--- src/rtl/fetch_decode.sv ---
// Fetch/decode stage: PC, imem request handshake, one-entry skid
// and registered MIPS-style field decode for the register file.
module fetch_decode #(
  parameter logic [31:0] PC_RESET = 32'h0000_0000
) (
  input  logic        clk,
  input  logic        reset_n,
  output logic        imem_req,
  output logic [31:0] imem_addr,
  input  logic [31:0] imem_rdata,
  input  logic        imem_valid,
  input  logic        stall,
  input  logic        branch_taken,
  input  logic [31:0] branch_target,
  output logic        dec_valid,
  output logic [31:0] dec_pc,
  output logic [31:0] dec_instr,
  output logic [5:0]  opcode,
  output logic [5:0]  funct,
  output logic [4:0]  rs_addr,
  output logic [4:0]  rt_addr,
  output logic [4:0]  dst_addr,
  output logic        rf_we,
  output logic [31:0] imm_ext
);

  typedef enum logic [1:0] {
    FETCH,
    HOLD,
    DISCARD
  } state_t;

  typedef struct packed {
    logic        valid;
    logic [31:0] pc;
    logic [31:0] instr;
    logic [4:0]  dst;
    logic        we;
    logic [31:0] imm;
  } dec_t;

  state_t      state_q, state_d;
  logic [31:0] pc_q, pc_d;
  logic [31:0] skid_q, skid_d;
  logic        req_q;
  dec_t        dec_q, dec_new;
  logic        load, bubble, accept;
  logic [31:0] load_word;
  logic [31:0] pc_inc;

  function automatic dec_t decode(
    input logic [31:0] ins,
    input logic [31:0] pc
  );
    dec_t       d;
    logic [5:0] op;
    op      = ins[31:26];
    d       = '0;
    d.valid = 1'b1;
    d.pc    = pc;
    d.instr = ins;
    d.imm   = {{16{ins[15]}}, ins[15:0]};
    unique case (1'b1)
      op == 6'h00: begin
        d.dst = ins[15:11];
        d.we  = ins[5:0] != 6'h08;
      end
      op inside {6'h08, 6'h09, 6'h0A, 6'h0C,
                 6'h0D, 6'h0F, 6'h23}: begin
        d.dst = ins[20:16];
        d.we  = 1'b1;
      end
      op == 6'h03: begin
        d.dst = 5'd31;
        d.we  = 1'b1;
      end
      default: ;
    endcase
    unique case (1'b1)
      op inside {6'h0C, 6'h0D}:
        d.imm = {16'h0, ins[15:0]};
      op == 6'h0F:
        d.imm = {ins[15:0], 16'h0};
      op inside {6'h02, 6'h03}:
        d.imm = {6'b0, ins[25:0]};
      default: ;
    endcase
    // r0 is hardwired, so never request a write to it
    if (d.dst == 5'd0) d.we = 1'b0;
    return d;
  endfunction

  assign pc_inc  = pc_q + 32'd4;
  assign accept  = req_q & imem_valid;
  assign dec_new = decode(load_word, pc_q);

  always_comb begin
    state_d   = state_q;
    pc_d      = pc_q;
    skid_d    = skid_q;
    load      = 1'b0;
    bubble    = 1'b0;
    load_word = imem_rdata;
    if (branch_taken) begin
      pc_d   = branch_target & 32'hFFFF_FFFC;
      skid_d = '0;
      bubble = 1'b1;
      unique case (state_q)
        // no request outstanding yet: nothing to drain
        FETCH:
          state_d = (accept || !req_q) ?
                    FETCH : DISCARD;
        HOLD:
          state_d = FETCH;
        DISCARD:
          state_d = imem_valid ?
                    FETCH : DISCARD;
        default:
          state_d = FETCH;
      endcase
    end else begin
      unique case (state_q)
        FETCH: begin
          if (accept && !stall) begin
            load = 1'b1;
            pc_d = pc_inc;
          end else if (accept) begin
            skid_d  = imem_rdata;
            state_d = HOLD;
          end else if (!stall) begin
            bubble = 1'b1;
          end
        end
        HOLD: begin
          if (!stall) begin
            load      = 1'b1;
            load_word = skid_q;
            pc_d      = pc_inc;
            state_d   = FETCH;
          end
        end
        DISCARD: begin
          if (imem_valid) state_d = FETCH;
        end
        default:
          state_d = FETCH;
      endcase
    end
  end

  always_ff @(posedge clk or negedge reset_n) begin
    if (!reset_n) begin
      state_q <= FETCH;
      pc_q    <= PC_RESET;
      skid_q  <= '0;
      req_q   <= 1'b0;
      dec_q   <= '0;
    end else begin
      state_q <= state_d;
      pc_q    <= pc_d;
      skid_q  <= skid_d;
      req_q   <= state_d == FETCH;
      if (load) begin
        dec_q <= dec_new;
      end else if (bubble) begin
        dec_q.valid <= 1'b0;
        dec_q.we    <= 1'b0;
      end
    end
  end

  assign imem_req  = req_q;
  assign imem_addr = pc_q;
  assign dec_valid = dec_q.valid;
  assign dec_pc    = dec_q.pc;
  assign dec_instr = dec_q.instr;
  assign opcode    = dec_q.instr[31:26];
  assign funct     = dec_q.instr[5:0];
  assign rs_addr   = dec_q.instr[25:21];
  assign rt_addr   = dec_q.instr[20:16];
  assign dst_addr  = dec_q.dst;
  assign rf_we     = dec_q.we;
  assign imm_ext   = dec_q.imm;

endmodule

--- config.mk ---
export PLATFORM = sky130hd
export DESIGN_NAME = fetch_decode
export DESIGN_NICKNAME = d
export VERILOG_FILES = /design/src/rtl/fetch_decode.sv
export SDC_FILE = /design/constraint.sdc
export NUM_CORES = 1
export LEC_CHECK = 0
export CORE_MARGIN = 8
export CORE_UTILIZATION = 30
export CTS_CLUSTER_SIZE = 16
export DETAILED_ROUTE_END_ITERATION = 10
export PLACE_DENSITY_LB_ADDON = 0.05
export SYNTH_ARGS = -nofsm -noshare
export SYNTH_HDL_FRONTEND = slang
export SYNTH_SLANG_ARGS = --single-unit
--- constraint.sdc ---
create_clock -name clk -period 2.2 [get_ports clk]
set_input_delay 0.33 -clock clk [delete_from_list [all_inputs] [get_ports clk]]
set_output_delay 0.33 -clock clk [all_outputs]
set_load 0.03 [all_outputs]
==> impl_results.md <==
- Status: finished with violations
- Failing checks: setup timing
- Area growth syn-to-layout: 47.38%
- Setup TNS: -0.03290 ns
- Share of layout cells above drive strength 1: 0.1644
- Yosys reg bits: 166
- Worst VDD drop: 504.9 uV
- Initial antenna violation count: 0
- Sink count of the clock tree: approximately 170
- Clk_skew: 0.01726 ns
- Slowest stage delay, CP: 0.51 ns
- RSZ-0062 raised after global routing: true
- Setup crit end kind: flop
- Warnings from Yosys: 0
- Post-DP HPWL: around 21 mm
- Sequential Power Share: 0.354
- Pins Over Slew Limit: 0
- Post-synth top area share: 0.5096
- CP top delay family: buffers and inverters
- Starting Density: 0.3042
- Final period utilization: 1.009
- Combinational share of power: 0.381
- Max cap viols: 0
- First-pass GRT wire length: roughly 45 mm
- Commonest non-fill, non-tap cell in the layout: nand2_1
- CP cell instances: or4b_4 > buf_12 > mux2i_2 > buf_4 > inv_1 > a221oi_1 > buf_4 > o21ai_1
- Ant. Diodes: 0
- Fmax: between 400 and 500 MHz
- Leakage: roughly 5.5 nW
- Most frequent cells in the layout: 242 x nand2_1, 218 x clkdlybuf4s50_1, 166 x dfrtp_1, 127 x buf_4, 54 x a21oi_1
- Cell Rows: 60
- Placed cell area: between 10,000 and 15,000 um2
- Critical-path maximum fanout: 13
- # DRC: 0
- Int Pwr: 0.007151 W
- Nets: around 1,200
- Post-route cell area: between 10,000 and 15,000 um2
- CTS max path bufs: 2
- Vias in the first global route: about 7,700
- Final hold violations: 0
- Crit path buffers/inverters: 4
- H-tree levels: 4
- CTS tree: done
- Worst-skew pair later-pin latency: 0.44 ns
- GR Overflow Total: 0
- Slew margin rel.: 0.6353
- Net Sw Power: 0.004542 W
- Fill cells: 2,651
- Clock slew at reported path FFs: 0.08 ns
- Number of synthesized flops with an enable pin: 0
- Placer Congestion: 0.7989
- Cell taking the most area after synthesis: dfrtp_1
- Most used cell, CP: buf_4
- Placed instance count: about 1,500
- Finished Layout Cells: between 1,500 and 2,000
- WL final: 28.21 mm
- Root Buffer Master: clkbuf_16
- Min Clock Period, post-route: 2.220 ns
- Library cells used by synthesis: 61
- Post-route setup slack: -0.02018 ns
- Crit path max-delay cell type: or4b_4
- CTS Buf Count: 17
- Die Span Y: around 180 um
- Critical Path RT: roughly 2.5 ns
- Main synth FF type: dfrtp_1
- Synthesized cell area: between 8000 and 9000 um2
- Routed len/inst: around 19 um
- Cell count after synthesis: about 900
- DRT iter0 DRCs: 443
- Vias: between 7,000 and 8,000
- Crit path DAT: between 2 and 3 ns
- Vias per inst: approximately 4.8
- Pin count of the biggest net entering global routing: 58
- CP Class: reg2reg
- Critical Path Start Type: flop
- Pwr dens: 973.3 nW/um2
- Crit. path cell count: 8
- I/O pin total: around 230
- Async set-reset flop share out of synthesis: 1.000
- Dominant cells by area after synthesis: dfrtp_1 51%, nand2_1 11%, buf_4 5.3%, a21oi_1 3.3%, nor2_1 2.1%
- # setup viols final: 3
- Core ar.: roughly 27,000 um2
- Sw Share: 0.3885
- Util after Layout: 0.4483
- DR pass1 iterations: 4
- Total track usage: 0.1726
- Remaining antenna violation count: 0
- Worst r2r path cells: 8
- Synth Area per Inst: 9.098 um2
- I/O Buffers: 220
- Worst slew pin tran: 0.5425 ns
- Die ar.: roughly 33,000 um2
- Die width: ~180 um
- Seq/Total Area, Yosys: 0.5096
- Clock power share: 0.266
- Fin Hold WS: ~0.35 ns
- HP Class: in2async
## metrics by stage
stage	total power [W]	setup WS, ns
6_report	0.01169	-0.02018
3_5_place_dp	0.008694	-0.6594
4_1_cts	0.01187	-0.01575
2_1_floorplan	0.006683	-0.01212
5_1_grt	0.01230	-0.09709
3_3_place_gp	0.008691	-0.6412
## final timing paths
path | start | endpoint | slack, ns
setup / recovery | state_q[1] | dst_addr[2] | -0.02
hold / removal | reset_n | dec_pc[17] | 0.35
setup reg to reg | state_q[1] | dst_addr[2] | -0.02
hold reg to reg | dec_pc[19] | dec_pc[19] | 0.47
max in group asynchronous | reset_n | imm_ext[29] | 1.16
min in group clk | branch_target[19] | imem_addr[19] | 0.46
## power by group through the flow
stage,clock network [W],registers [W],logic (W)
floorplan,0,0.00521,0.00147
finish,0.00311,0.00413,0.00445
global route,0.00333,0.00424,0.00473
global placement,0,0.00421,0.00449
CTS,0.00320,0.00415,0.00452
detailed placement,0,0.00419,0.00450
## kinds of logic (layout without fill, tap and decap cells)
group                      count (synthesis)  count (layout)  synth area share
and+or+nand+nor                          371             371            0.1985
AOI/OAI and AO/OA                        198             198            0.1586
DFF                                      166             166            0.5096
buffers and inverters                    121             402           0.08442
muxes                                     22              22           0.02978
xor gates and xnor gates                  16              16           0.01719
adders and majority gates                  1               1          0.001535
other                                      1               4         0.0004600
## synthesized netlist by cell type (all sizes together) (2+ instances only)
| cell type | n |
|---|---|
| nand2 | 243 |
| dfrtp | 166 |
| buf | 66 |
| a21oi | 54 |
| o21ai | 48 |
| nor2 | 46 |
| clkbuf | 45 |
| mux2i | 20 |
| a21o | 18 |
| a22o | 17 |
| and3 | 15 |
| nand3 | 14 |
| o22ai | 13 |
| xor2 | 11 |
| a31oi | 10 |
| inv | 10 |
| a22oi | 8 |
| and2 | 8 |
| nand4 | 7 |
| nor3 | 7 |
| nor4 | 7 |
| o311ai | 6 |
| a221o | 5 |
| a221oi | 5 |
| and4 | 5 |
| nand2b | 5 |
| xnor2 | 5 |
| a2111oi | 2 |
| a311oi | 2 |
| and3b | 2 |
| mux2 | 2 |
| nor2b | 2 |
| nor4bb | 2 |
| o211ai | 2 |
| o221ai | 2 |
| or3b | 2 |
## cell type report
| class | count | area (um2) | area share |
|---|---|---|---|
| well taps | 341 | 426.7 | 0.03551 |
| multi-input cells | 612 | 3383 | 0.2816 |
| inverters | 10 | 37.54 | 0.003124 |
| repair buffers | 360 | 3385 | 0.2817 |
| flip-flops and latches | 166 | 4154 | 0.3458 |
| clock inverters | 15 | 202.7 | 0.01687 |
| clock buffers | 17 | 425.4 | 0.03541 |
## metal layers
layer	part of all wire	vias to the layer above	global-route usage
li1	-	3567	-
met1	0.45	3519	0.2146
met2	0.49	173	0.2964
met3	0.044	23	0.03892
met4	0.016	0	0.04729
met5	0	-	0
## flip-flops by register name, summed over array words and instances (netlist names)
| name | flops |
|---|---|
| dec_instr | 32 |
| dec_pc | 30 |
| dec_valid | 1 |
| dst_addr | 5 |
| imem_addr | 30 |
| imem_req | 1 |
| imm_ext | 32 |
| rf_we | 1 |
| skid_q | 32 |
| state_q | 2 |
## timing repair
item	CTS	global route
hold endpoints to repair	32	0
hold buffers	1	0
setup buffers	1	0
resized for setup	8	6
pin swaps	2	2
setup endpoints to repair	37	19
## worst register-to-register path, cell delays in order, from the launching register on
cell and delay (ns):
dfrtp_1 0.38, or4b_4 0.51, buf_12 0.17, mux2i_2 0.28, buf_4 0.17, inv_1 0.03
a221oi_1 0.35, buf_4 0.17, o21ai_1 0.05
No activity file was read; power rests on OpenSTA's default activity.
==> RTL edit (same flow settings) <==
Register the input `branch_target` before use. The logic sees it one clock later. The other inputs are not delayed to match.
--- a/src/rtl/fetch_decode.sv
+++ b/src/rtl/fetch_decode.sv
@@ -38,6 +38,12 @@
     logic        we;
     logic [31:0] imm;
   } dec_t;
+
+  logic [31:0] branch_target_q;
+
+  always_ff @(posedge clk) begin
+    branch_target_q <= branch_target;
+  end
 
   state_t      state_q, state_d;
   logic [31:0] pc_q, pc_d;
@@ -102,7 +108,7 @@
     bubble    = 1'b0;
     load_word = imem_rdata;
     if (branch_taken) begin
-      pc_d   = branch_target & 32'hFFFF_FFFC;
+      pc_d   = branch_target_q & 32'hFFFF_FFFC;
       skid_d = '0;
       bubble = 1'b1;
       unique case (state_q)
Formal check against the unedited RTL: not equivalent (a bounded check fails within 4 cycles, from zero or initial values and one cycle with reset_n low).
==> RTL edit against the unedited design <==
  * Power increased by 5.9%
  * Largest power group is now registers
  * Sequential cell count is 30 higher
  * Setup slack improved by 27 ps
  * Wire length rose by 2.7%
  * Combinational power about the same
  * First-iteration DRC count down 2.9%
  * Final area rose by 4.9%
  * Global-route usage shrank 0.69 points
  * Sequential share of layout area grew 3.2 points
  * Synthesized area rose by 5.4%
  * Maximum frequency up 1.2%
==> RTL edit: results (changes against the unedited design) <==
timing:
  timing.clock.skew_ps: 16.68  # was 17.26 ps
  slew_at_the_pin_closest_to_its_max_slew_limit_ps: 782.3  # was 542.5 ps
global_routing:
  first_global_vias: 7320  # was 7,667
  globalRouteMet2Util: 0.2771  # was 0.2964
  gr-usage-met1: 0.2092  # was 0.2146
  overall_fraction_of_global_route_tracks_in_use: 0.1657  # was 0.1726
  grt_max_degree: 69  # was 58
  use_met3: 0.04845  # was 0.03892
placement:
  dpl.hpwl_microns: 20590  # was 21,240 microns
  detailedPlace.worstSlack_ps: -561.9  # was -659.4 ps
  post_dp_cell_area_sq_um: 11700  # was 11,300 sq um
synth:
  ys_types: 60  # was 61
  synth_xor_area_frac: 0.01835  # was 0.01719
  synth_adder_area_share: 0.001457  # was 0.001535
  synth_compound_area_frac: 0.1457  # was 0.1586
  synthMuxAreaShare: 0.02913  # was 0.02978
  synth.cells.most_frequent: "215 x nand2_1, 166 x dfrtp_1, 56 x buf_4"  # was 243 x nand2_1, 166 x dfrtp_1, 58 x buf_4
power_and_ir_drop:
  static-leakage-power_nw: 5.588  # was 5.512 nW
  ir_worst_vdd_uv: 516.6  # was 504.9 uV
detailed_routing:
  totalWireLength_microns: 28970  # was 28,210 microns
  m1WireLength_microns: 12760  # was 12,750 microns
  detailroute.wirelength.met3_microns: 1982  # was 1242 microns
  drtIter0Drc: 430  # was 443
cts:
  cts_resized: 4  # was 8
  ctsHtreeMaxLevel: 4  # unchanged
critical_path:
  max_stage_delay_ps: 550  # was 510 ps
  critical_path_arrival_ps: 2570  # was 2530 ps
  timing.critical_path.max_delay_family: "simple AND/OR/NAND/NOR gates"  # was buffers and inverters
layout:
  design.final.nets: 1218  # was 1,237
  layoutNonFillerInstCount: 1545  # was 1,521
min_path:
  hp-class: "in2reg"  # was in2async
status:
  run_status: "complete, no violations"  # was complete, but fails checks
-- RTL edit: cell types whose count changed in the layout (fill, tap and decap cells not counted), sizes merged, moves of 5 or more --
cell,before,now
nand2,243,215
buf,141,118
and2,8,2
dfxtp,0,30
o21ai,48,40
and3,15,7
o22a,0,15
nor2b,2,8
mux2i,20,25
nor2,46,52
a22oi,8,2
-- RTL edit: final cells by class --
type                    count  area, sq um
inverters                   7        26.28
fillers                  2790        15870
clock buffers              19        432.9
flip-flops and latches    196         4755
repair buffers            339         3351
multi-input cells         587         3390
well taps                 384        480.5
clock inverters            13        167.7
-- RTL edit: worst reg2reg max path: cells and delay by family (launching register included) --
family,cells,cell delay [ps]
AO/OA/AOI/OAI,3,450
flip-flops,1,380
AND/OR/NAND/NOR,2,820
buffers and inverters,3,480
-- RTL edit: final timing paths --
| path | slack (ps) | cells after the start | endpoint | start |
|---|---|---|---|---|
| worst max-delay path | 7 | 8 | imm_ext[18]$_DFFE_PN0P_ | state_q[1]$_DFF_PN0_ |
| worst min-delay path | 320 | 1 | branch_target_q[30]$_DFF_P_ | branch_target[30] |
| worst max register to register | 7 | 8 | imm_ext[18]$_DFFE_PN0P_ | state_q[1]$_DFF_PN0_ |
| worst min register to register | 450 | 2 | imem_addr[5]$_DFFE_PN0P_ | branch_target_q[5]$_DFF_P_ |
| max in group asynchronous | 1120 | 3 | dec_instr[21]$_DFFE_PN0P_ | reset_n |
| min in group asynchronous | 400 | 2 | imm_ext[10]$_DFFE_PN0P_ | reset_n |
-- RTL edit: where the power goes --
group          leakage [nW]  internal (mW)  total (mW)  switching (mW)
Sequential             2.33           4.25        4.71           0.460
Combinational          2.97           1.92        4.45            2.53
Clock                 0.290           1.63        3.22            1.59
Total                  5.59           7.81        12.4            4.58
